File: src/rtl/wb_commit_queue_if.sv
// CSR request/acknowledge bus between the commit queue and the CSR unit.
interface wb_commit_queue_if #(
    parameter int DATA_W = 32,
    parameter int CSR_AW = 14
);
    logic              csr_req;
    logic              csr_we;
    logic [CSR_AW-1:0] csr_num;
    logic [DATA_W-1:0] csr_wmask;
    logic [DATA_W-1:0] csr_wvalue;
    logic              csr_ack;
    logic [DATA_W-1:0] csr_rvalue;

    modport master (
        output csr_req, csr_we, csr_num, csr_wmask, csr_wvalue,
        input  csr_ack, csr_rvalue
    );

    modport slave (
        input  csr_req, csr_we, csr_num, csr_wmask, csr_wvalue,
        output csr_ack, csr_rvalue
    );
endinterface

File: src/rtl/wb_commit_queue.sv
// In-order writeback/commit queue: buffers retired ops from MEM and commits
// the head to the register file, the CSR unit, or a front-end flush.
module wb_commit_queue #(
    parameter int DATA_W = 32,
    parameter int DEPTH  = 2,
    parameter int RF_AW  = 5,
    parameter int CSR_AW = 14
) (
    input  logic              clk,
    input  logic              resetn,
    input  logic              ms2ws_valid,
    output logic              ws_allowin,
    input  logic [31:0]       in_pc,
    input  logic              in_gr_we,
    input  logic [RF_AW-1:0]  in_dest,
    input  logic [DATA_W-1:0] in_result,
    input  logic              in_csr_re,
    input  logic              in_csr_we,
    input  logic [CSR_AW-1:0] in_csr_num,
    input  logic [DATA_W-1:0] in_csr_wmask,
    input  logic [DATA_W-1:0] in_csr_wvalue,
    input  logic              in_ex,
    input  logic [5:0]        in_ecode,
    input  logic [8:0]        in_esubcode,
    input  logic              in_ertn,
    input  logic              in_refetch,
    wb_commit_queue_if.master csr,
    output logic              rf_we,
    output logic [RF_AW-1:0]  rf_waddr,
    output logic [DATA_W-1:0] rf_wdata,
    output logic              ws_ex,
    output logic              ws_ertn_flush,
    output logic              ws_reflush,
    output logic [31:0]       ex_pc,
    output logic [5:0]        ex_ecode,
    output logic [8:0]        ex_esubcode,
    output logic [31:0]       flush_pc,
    output logic [31:0]       debug_wb_pc,
    output logic [3:0]        debug_wb_rf_we,
    output logic [RF_AW-1:0]  debug_wb_rf_wnum,
    output logic [DATA_W-1:0] debug_wb_rf_wdata
);
    localparam int PW = (DEPTH > 1) ? $clog2(DEPTH) : 1;
    localparam int CW = $clog2(DEPTH + 1);
    localparam logic [PW-1:0] LAST = PW'(DEPTH - 1);
    localparam logic [CW-1:0] FULL = CW'(DEPTH);

    typedef struct packed {
        logic [31:0]       pc;
        logic              gr_we;
        logic [RF_AW-1:0]  dest;
        logic [DATA_W-1:0] result;
        logic              csr_re;
        logic              csr_we;
        logic [CSR_AW-1:0] csr_num;
        logic [DATA_W-1:0] csr_wmask;
        logic [DATA_W-1:0] csr_wvalue;
        logic              ex;
        logic [5:0]        ecode;
        logic [8:0]        esubcode;
        logic              ertn;
        logic              refetch;
    } entry_t;

    typedef enum logic [1:0] {IDLE, CSR_WAIT, FLUSH} state_t;

    entry_t        mem_q [DEPTH];
    logic [PW-1:0] head_q, head_d;
    logic [PW-1:0] tail_q, tail_d;
    logic [CW-1:0] count_q, count_d;
    state_t        state_q, state_d;

    entry_t head;
    entry_t in_e;
    logic   act, csr_acc, do_ex, do_ertn, commit, refl, flush, enq;

    function automatic logic [PW-1:0] nxt(input logic [PW-1:0] p);
        return (p == LAST) ? '0 : p + 1'b1;
    endfunction

    assign in_e = '{pc: in_pc, gr_we: in_gr_we, dest: in_dest,
                    result: in_result, csr_re: in_csr_re,
                    csr_we: in_csr_we, csr_num: in_csr_num,
                    csr_wmask: in_csr_wmask, csr_wvalue: in_csr_wvalue,
                    ex: in_ex, ecode: in_ecode, esubcode: in_esubcode,
                    ertn: in_ertn, refetch: in_refetch};

    assign ws_allowin = resetn && (count_q != FULL) && (state_q != FLUSH);
    assign enq        = ms2ws_valid && ws_allowin;

    // Exceptions and ertn take priority over any CSR access at the head.
    always_comb begin
        head    = mem_q[head_q];
        act     = (count_q != '0) && (state_q != FLUSH);
        do_ex   = act && head.ex;
        do_ertn = act && !head.ex && head.ertn;
        csr_acc = act && !head.ex && !head.ertn
                  && (head.csr_re || head.csr_we);
        commit  = act && !head.ex && !head.ertn
                  && (!(head.csr_re || head.csr_we) || csr.csr_ack);
        refl    = commit && head.refetch;
        flush   = do_ex || do_ertn || refl;
    end

    always_comb begin
        head_d  = head_q;
        tail_d  = tail_q;
        count_d = count_q;
        state_d = state_q;
        if (flush) begin
            head_d  = '0;
            tail_d  = '0;
            count_d = '0;
            state_d = FLUSH;
        end else begin
            if (enq)    tail_d = nxt(tail_q);
            if (commit) head_d = nxt(head_q);
            count_d = count_q + CW'(enq) - CW'(commit);
            state_d = (csr_acc && !csr.csr_ack) ? CSR_WAIT : IDLE;
        end
    end

    always_ff @(posedge clk or negedge resetn) begin
        if (!resetn) begin
            head_q  <= '0;
            tail_q  <= '0;
            count_q <= '0;
            state_q <= IDLE;
        end else begin
            head_q  <= head_d;
            tail_q  <= tail_d;
            count_q <= count_d;
            state_q <= state_d;
        end
    end

    // Payload storage needs no reset: every output is gated by occupancy.
    always_ff @(posedge clk) begin
        if (enq) mem_q[tail_q] <= in_e;
    end

    assign csr.csr_req    = csr_acc;
    assign csr.csr_we     = csr_acc && head.csr_we;
    assign csr.csr_num    = csr_acc ? head.csr_num : '0;
    assign csr.csr_wmask  = csr_acc ? head.csr_wmask : '0;
    assign csr.csr_wvalue = csr_acc ? head.csr_wvalue : '0;

    assign rf_we    = commit && head.gr_we;
    assign rf_waddr = rf_we ? head.dest : '0;
    assign rf_wdata = !rf_we      ? '0 :
                      head.csr_re ? csr.csr_rvalue : head.result;

    assign ws_ex         = do_ex;
    assign ws_ertn_flush = do_ertn;
    assign ws_reflush    = flush;
    assign ex_pc         = do_ex ? head.pc : '0;
    assign ex_ecode      = do_ex ? head.ecode : '0;
    assign ex_esubcode   = do_ex ? head.esubcode : '0;
    assign flush_pc      = do_ex ? head.pc :
                           refl  ? head.pc + 32'd4 : '0;

    assign debug_wb_pc       = (count_q != '0) ? head.pc : '0;
    assign debug_wb_rf_we    = {4{rf_we}};
    assign debug_wb_rf_wnum  = rf_waddr;
    assign debug_wb_rf_wdata = rf_wdata;
endmodule

File: src/flat_wrapper.sv
// flat-port wrapper written by rule: the top's interface ports become plain ports
module wb_commit_queue_flat 
#(
    parameter int DATA_W = 32,
    parameter int DEPTH  = 2,
    parameter int RF_AW  = 5,
    parameter int CSR_AW = 14
)
  (clk, resetn, ms2ws_valid, ws_allowin, in_pc, in_gr_we, in_dest, in_result, in_csr_re, in_csr_we, in_csr_num, in_csr_wmask, in_csr_wvalue, in_ex, in_ecode, in_esubcode, in_ertn, in_refetch, rf_we, rf_waddr, rf_wdata, ws_ex, ws_ertn_flush, ws_reflush, ex_pc, ex_ecode, ex_esubcode, flush_pc, debug_wb_pc, debug_wb_rf_we, debug_wb_rf_wnum, debug_wb_rf_wdata, csr_csr_req, csr_csr_we, csr_csr_num, csr_csr_wmask, csr_csr_wvalue, csr_csr_ack, csr_csr_rvalue);
  wb_commit_queue_if #(.DATA_W(DATA_W), .CSR_AW(CSR_AW)) csr_i ();
  input  logic clk;
  input  logic resetn;
  input  logic ms2ws_valid;
  output logic ws_allowin;
  input  logic [31:0] in_pc;
  input  logic in_gr_we;
  input  logic [RF_AW-1:0] in_dest;
  input  logic [DATA_W-1:0] in_result;
  input  logic in_csr_re;
  input  logic in_csr_we;
  input  logic [CSR_AW-1:0] in_csr_num;
  input  logic [DATA_W-1:0] in_csr_wmask;
  input  logic [DATA_W-1:0] in_csr_wvalue;
  input  logic in_ex;
  input  logic [5:0] in_ecode;
  input  logic [8:0] in_esubcode;
  input  logic in_ertn;
  input  logic in_refetch;
  output logic rf_we;
  output logic [RF_AW-1:0] rf_waddr;
  output logic [DATA_W-1:0] rf_wdata;
  output logic ws_ex;
  output logic ws_ertn_flush;
  output logic ws_reflush;
  output logic [31:0] ex_pc;
  output logic [5:0] ex_ecode;
  output logic [8:0] ex_esubcode;
  output logic [31:0] flush_pc;
  output logic [31:0] debug_wb_pc;
  output logic [3:0] debug_wb_rf_we;
  output logic [RF_AW-1:0] debug_wb_rf_wnum;
  output logic [DATA_W-1:0] debug_wb_rf_wdata;
  output wire logic [$bits(csr_i.csr_req)-1:0] csr_csr_req;
  output wire logic [$bits(csr_i.csr_we)-1:0] csr_csr_we;
  output wire logic [$bits(csr_i.csr_num)-1:0] csr_csr_num;
  output wire logic [$bits(csr_i.csr_wmask)-1:0] csr_csr_wmask;
  output wire logic [$bits(csr_i.csr_wvalue)-1:0] csr_csr_wvalue;
  input wire logic [$bits(csr_i.csr_ack)-1:0] csr_csr_ack;
  input wire logic [$bits(csr_i.csr_rvalue)-1:0] csr_csr_rvalue;
  assign csr_csr_req = csr_i.csr_req;
  assign csr_csr_we = csr_i.csr_we;
  assign csr_csr_num = csr_i.csr_num;
  assign csr_csr_wmask = csr_i.csr_wmask;
  assign csr_csr_wvalue = csr_i.csr_wvalue;
  assign csr_i.csr_ack = csr_csr_ack;
  assign csr_i.csr_rvalue = csr_csr_rvalue;
  wb_commit_queue #(.DATA_W(DATA_W), .DEPTH(DEPTH), .RF_AW(RF_AW), .CSR_AW(CSR_AW)) u_core (.clk(clk), .resetn(resetn), .ms2ws_valid(ms2ws_valid), .ws_allowin(ws_allowin), .in_pc(in_pc), .in_gr_we(in_gr_we), .in_dest(in_dest), .in_result(in_result), .in_csr_re(in_csr_re), .in_csr_we(in_csr_we), .in_csr_num(in_csr_num), .in_csr_wmask(in_csr_wmask), .in_csr_wvalue(in_csr_wvalue), .in_ex(in_ex), .in_ecode(in_ecode), .in_esubcode(in_esubcode), .in_ertn(in_ertn), .in_refetch(in_refetch), .csr(csr_i), .rf_we(rf_we), .rf_waddr(rf_waddr), .rf_wdata(rf_wdata), .ws_ex(ws_ex), .ws_ertn_flush(ws_ertn_flush), .ws_reflush(ws_reflush), .ex_pc(ex_pc), .ex_ecode(ex_ecode), .ex_esubcode(ex_esubcode), .flush_pc(flush_pc), .debug_wb_pc(debug_wb_pc), .debug_wb_rf_we(debug_wb_rf_we), .debug_wb_rf_wnum(debug_wb_rf_wnum), .debug_wb_rf_wdata(debug_wb_rf_wdata));
endmodule
File: config.mk
export PLATFORM = sky130hd
export DESIGN_NAME = wb_commit_queue_flat
export DESIGN_NICKNAME = d
export VERILOG_FILES = /design/src/rtl/wb_commit_queue_if.sv /design/src/rtl/wb_commit_queue.sv /design/src/flat_wrapper.sv
export SDC_FILE = /design/constraint.sdc
export NUM_CORES = 1
export LEC_CHECK = 0
export BUFFER_PORTS_ARGS = -buffer_cell sky130_fd_sc_hd__buf_2
export CORE_AREA = 2 2 187 189
export CTS_CLUSTER_DIAMETER = 40
export DETAILED_ROUTE_END_ITERATION = 6
export DIE_AREA = 0 0 189 191
export HOLD_SLACK_MARGIN = 0.05
export PLACE_DENSITY_LB_ADDON = 0.15
export SYNTH_ARGS = -nofsm -noshare
export SYNTH_HDL_FRONTEND = slang
export SYNTH_SLANG_ARGS = --single-unit
File: constraint.sdc
create_clock -name clk -period 11.65 [get_ports clk]
set_clock_uncertainty 0.2 [all_clocks]
set_input_delay 1.165 -clock clk [delete_from_list [all_inputs] [get_ports clk]]
set_output_delay 1.165 -clock clk [all_outputs]
set_load 0.02 [all_outputs]
# [Word-level counts from Yosys, hierarchy flattened]
# Memory sizes are Yosys's and may differ from the RTL's.
# Cells that the tools add are included.
[totals] elab_cells=60 in_bits=204 output_inout_bits=274 mem_count=1 ram_bits=336 register_bits=6
[classes] reduce_logical=25 eq_ne=2 add_sub_neg=5 n_mux=23
[memory_table] name="u_core.mem_q" depth=2 width=168 read_ports=1 rd_clocked_by_memory_dff=0 write_ports=1 line="wb_commit_queue.sv:67" source="entry_t mem_q [DEPTH];"
[op_table] op="$mux W32" count=8
[op_table] op="$add A32 B3 Y32 const B" count=1
[op_table] op="$logic_and A1 B1 Y1" count=14
[op_table] op="$mux W14" count=1
[op_table] op="$mux W1" count=9
[op_table] op="$mux W9" count=1
[op_table] op="$mux W6" count=1
[op_table] op="$reduce_bool A2 Y1" count=3
[op_table] op="$mux W5" count=1
[op_table] op="$logic_not A1 Y1" count=4
[op_table] op="$logic_or A1 B1 Y1" count=4
[op_table] op="$mux W2" count=2
[op_table] op="$ne A2 B2 Y1 const B" count=2
[op_table] op="$add A1 B1 Y1 const B" count=2
[op_table] op="$add A2 B1 Y2" count=1
[op_table] op="$sub A2 B1 Y2" count=1

# [Logic depth before layout (Yosys ltp)]
[depth] word_depth=8 mapped_depth=10 mapped_depth_nobuf=9

# [Worst setup path before layout]
# OpenSTA, ideal clock, no wires.
[synth_path] path_type="in2reg" startpoint="in resetn" endpoint="mem u_core.mem_q[0][0] (netlist bit), enable pin" path_slack_ns=2.179 setup_ns=0.699 arrival_ns=8.572 cell_stages=3 required_ns=10.751 n_path_buf=0 path_cell_list="and3_1 -> nand2_1 -> nor2_1"
[synth_via] elab_chain_cells=5
[synth_lines] item="from (decl)" line="flat_wrapper.sv:12" source="input logic resetn;"
[synth_lines] item="$logic_and A1 B1 Y1 (2 in series)" line="wb_commit_queue.sv:88" source="assign ws_allowin = resetn && (count_q != FULL) && (state_q != FLUSH);"
[synth_lines] item="$logic_and A1 B1 Y1" line="wb_commit_queue.sv:89" source="assign enq = ms2ws_valid && ws_allowin;"
[synth_lines] item="$mux W1" line="wb_commit_queue.sv:139" source="if (enq) mem_q[tail_q] <= in_e;"
[synth_lines] item="$mux W1 (not written as such)" line="wb_commit_queue.sv:139"
[synth_lines] item="to (decl)" line="wb_commit_queue.sv:67"
# No other way between the ends.

# [Worst setup path after layout]
[layout_path] startpoint="reg u_core.head_q" endpoint="out rf_wdata[1]"
[layout_via] elab_chain_cells=7 word_cells_on_any_way=12 cone_classes="mux (2); reduce/logical (9); memory (1)"
[layout_lines] item="from (decl)" line="wb_commit_queue.sv:68" source="logic [PW-1:0] head_q, head_d;"
[layout_lines] item="from (signal assigned)" line="wb_commit_queue.sv:125" source="head_q <= '0;"
[layout_lines] item="from (signal assigned)" line="wb_commit_queue.sv:130" source="head_q <= head_d;"
[layout_lines] item="$mem_v2 Z2 W168 *"
[layout_lines] item="$logic_not A1 Y1 or $logic_or A1 B1 Y1 (tied branches)" line="wb_commit_queue.sv:99, wb_commit_queue.sv:100"
[layout_lines] item="$logic_and A1 B1 Y1 or $logic_not A1 Y1 (tied branches)" line="wb_commit_queue.sv:99, wb_commit_queue.sv:100"
[layout_lines] item="$logic_and A1 B1 Y1 or $logic_or A1 B1 Y1 (tied branches)" line="wb_commit_queue.sv:99, wb_commit_queue.sv:100"
[layout_lines] item="$logic_and A1 B1 Y1" line="wb_commit_queue.sv:100" source="&& (!(head.csr_re || head.csr_we) || csr.csr_ack);"
[layout_lines] item="$logic_and A1 B1 Y1" line="wb_commit_queue.sv:148" source="assign rf_we = commit && head.gr_we;"
[layout_lines] item="$mux W32 *" line="wb_commit_queue.sv:150" source="assign rf_wdata = !rf_we ? '0 :"
[layout_lines] item="to (decl)" line="flat_wrapper.sv:31" source="output logic [DATA_W-1:0] rf_wdata;"
# Mark *: on every way between the ends. The rest lies on a longest branch, timed or not.

==> impl_metrics.csv <==
group,metric,value,unit
status,status,"completed",
timing,post-route-period-util,50.34,%
detailed_routing,avgViaCountPerCell,5.084,
clock_network,clk_path_buf_depth,3,
critical_path,r2r_slack,7.86,ns
clock_network,cts-buffers-inserted,45,
timing,maxSlewHeadroom,25.80,%
synth,synth_area_leaders,"edfxtp_1, mux2i_1, nor2_1",
detailed_routing,routedWlPerCell,19.03,um
detailed_routing,via_count,10076,
synth,syn_area,14990,sq um
power,pwr-share-clk,31.0,%
placement,dpl.hpwl,26.25,mm
clock_network,cts_num_sinks,342,
synth,avgSynthCellArea,14.29,sq um
timing,finalCriticalPeriod,5.864,ns
critical_path,slowest_stage,"dfrtp_4",
detailed_routing,drt_iter0_drc,547,
synth,synth_top_area_share,67.29,%
clock_network,cts-root-buf,"clkbuf_16",
power,ir_worst_vdd,156.3,uV
timing,fmax,170.5,MHz
synth,ys_warn_count,0,
cells_and_area,syn2layout_area_growth,26.31,%
critical_path,cp_cell_sequence,"buf_4, nor3b_1, nor3_1, nor2_1, nand2_2, a211oi_1, buf_2",
placement,numPortBuffers,477,
power,p_switching,1.463,mW
detailed_routing,ant_nets,0,
synth,synthArstFlopShare,1.754,%
worst_hold_path,hold_path_class,"in2async",
critical_path,cpPeakStageDelay,1.09,ns
synth,synth_cells,1049,
clock_network,cts_tree,"built",
placement,place_congestion,0.9022,
floorplanning,die_w,189,um
clock_network,cts_max_level,2,
critical_path,cp_num_cells,7,
timing,rsz0062_at_grt,"false",
floorplanning,core_area,34120,sq um
synth,yosysTopAreaCell,"edfxtp_1",
timing,finalMaxSlewViolations,0,
power,internal-power,2.778,mW
critical_path,rr_worst_depth,6,
cells_and_area,final_nets,1695,
synth,ys_seq_elements,342,
critical_path,start_kind,"flop",
critical_path,cp_data_arrival_time,4.50,ns
floorplanning,ios,478,
cells_and_area,nFillCells,2921,
global_routing,grt_use_total,20.02,%
detailed_routing,drtPass1Iterations,5,
floorplanning,design.die.area,36100,sq um
timing,finalHoldViolCount,0,
timing,setup_viol,0,
detailed_routing,drc,0,
global_routing,grt_antenna_before_repair,12,
clock_network,clk_pin_slew,0.05,ns
global_routing,grt_start_max_net_pins,83,
clock_network,clk_latency,0.53,ns
critical_path,r2r-start,"u_core.head_q",
critical_path,required,10.29,ns
synth,ys_seq_area_share,68.29,%
power,swShare,34.49,%
synth,ys_types,63,
detailed_routing,routed_wirelength,37.72,mm
timing,whs,0.2617,ns
floorplanning,die-height,191,um
critical_path,cp-startpoint,"u_core.head_q",
floorplanning,rows,68,
critical_path,reg2reg_to,"u_core.tail_q",
power,combPwrFrac,31.5,%
critical_path,crit_type,"reg2out",
clock_network,postCtsSetupRepairBufs,0,
power,powerDensity,223.9,nW/um^2
critical_path,endpoint,"rf_wdata[1]",
global_routing,grt-ovfl-total,0,
critical_path,cp_max_fo,68,
synth,syn_nets,1256,
synth,synthFlopType,"edfxtp_1",
clock_network,cts_resized,0,
timing,worst-slew-pin-transition,1.113,ns
cells_and_area,drive_gt1_share,39.29,%
clock_network,cts_hold_buf,0,
critical_path,cp_top_family,"simple AND/OR/NAND/NOR gates",
global_routing,grt_pass1_vias,9786,
power,p_seq_share,37.6,%
timing,fin_setup_tns,0,ns
global_routing,grt_pass1_wl,55.38,mm
floorplanning,initial_core_util,43.95,%
critical_path,endpoint_kind,"primary output",
synth,synth_edf_count,336,
critical_path,cp_num_buf_inv,2,
job,cap_viol_max_count,0,
power,cellLeakagePower,7.531,nW
-- synth_stat cells (all sizes together), types with 3 or more instances --
cell / instances
a211oi: 37
a22oi: 3
buf: 81
clkbuf: 16
dfrtp: 6
edfxtp: 336
ha: 3
inv: 12
mux2: 11
mux2i: 167
nand2: 21
nand2b: 4
nand3: 14
nand3b: 7
nand4: 19
nand4b: 6
nor2: 219
nor3: 9
nor4: 4
o21a: 4
o21ai: 7
o22ai: 6
o311ai: 3
o41ai: 3
or3: 6
xnor2: 15
-- layout make-up --
| cell class | count | area, sq um | share of cell area (%) |
|---|---|---|---|
| antenna | 5 | 12.51 | 0.06606 |
| clock buffer | 51 | 1191 | 6.289 |
| clock inverter | 30 | 267.8 | 1.414 |
| inverter | 12 | 45.04 | 0.2378 |
| multi-input combinational | 598 | 4133 | 21.82 |
| sequential | 342 | 10240 | 54.09 |
| tap | 455 | 569.3 | 3.006 |
| timing repair buffer | 489 | 2477 | 13.08 |
-- cells in the final DEF (no fill, tap or decap), types with 5 or more instances in the layout --
cell / Yosys / routed
clkinv_2: 0 / 8
mux2i_1: 163 / 163
nand3_1: 11 / 11
buf_4: 48 / 12
nor3_1: 8 / 8
mux2_2: 11 / 11
clkinv_1: 0 / 5
buf_2: 22 / 477
inv_1: 12 / 12
a211oi_1: 34 / 34
clkinv_4: 0 / 5
dfrtp_1: 6 / 5
clkinvlp_4: 0 / 5
o21ai_0: 7 / 7
or3_1: 6 / 5
nor2_1: 219 / 216
edfxtp_1: 336 / 336
nand4_1: 16 / 16
o22ai_1: 6 / 6
nand3b_1: 7 / 7
clkbuf_16: 0 / 47
diode_2: 0 / 5
nand2_1: 21 / 20
xnor2_1: 15 / 15
nand4b_1: 5 / 5
-- worst min path at each step --
stage / slack (ns) / endpoint / depth (start not counted) / start
floorplan: 0.38 / u_core.tail_q / 3 / u_core.tail_q
global placement: 0.47 / u_core.state_q[0] / 3 / u_core.mem_q[0][17]
detailed placement: 0.47 / u_core.state_q[0] / 3 / u_core.mem_q[0][17]
CTS: 0.24 / u_core.count_q[1] / 1 / resetn
global route: 0.25 / u_core.count_q[1] / 1 / resetn
finish: 0.26 / u_core.count_q[1] / 1 / resetn
-- per-layer routing --
layer,global-route usage [%],wire (um)
met5,0,83
met4,5.950,843
met3,6.829,3465
met2,34.22,18860
met1,23.98,14470
-- sequential cells by signal (all words and copies together) (netlist names) --
| name | cells |
|---|---|
| u_core.count_q | 2 |
| u_core.mem_q | 336 |
| u_core.state_q | 2 |
| u_core.head_q | 1 |
| u_core.tail_q | 1 |
-- metrics by stage --
stage / util, % / area [sq um] / power (mW) / cells / worst slack [ns]
floorplan: - / 14990 / 2.605 / 1049 / 2.179
global placement: 51.20 / 17470 / 2.957 / 1896 / 6.409
detailed placement: 51.20 / 17470 / 2.971 / 1896 / 6.230
CTS: 55.48 / 18930 / 4.294 / 1977 / 5.652
global route: 55.50 / 18930 / 4.453 / 1980 / 5.310
finish: 55.51 / 18940 / 4.241 / 1982 / 5.786
-- kinds of logic after synthesis --
logic type	Yosys count	synth area share, %
buffers and inverters	109	4.347
flip-flops	342	68.29
AO/OA/AOI/OAI	83	4.381
AND/OR/NAND/NOR	317	9.605
XOR/XNOR	17	0.9930
adder cells (fa/ha/maj)	3	0.2504
multiplexers	178	12.13
-- power by group through the flow --
stage | sequential (mW) | combinational, mW | clock, mW
finish | 1.59 | 1.33 | 1.31
global route | 1.61 | 1.44 | 1.40
CTS | 1.60 | 1.35 | 1.34
detailed placement | 1.62 | 1.35 | 0
global placement | 1.61 | 1.34 | 0
floorplan | 1.60 | 1.01 | 0
Note: power is estimated with default switching activity, not from simulation.
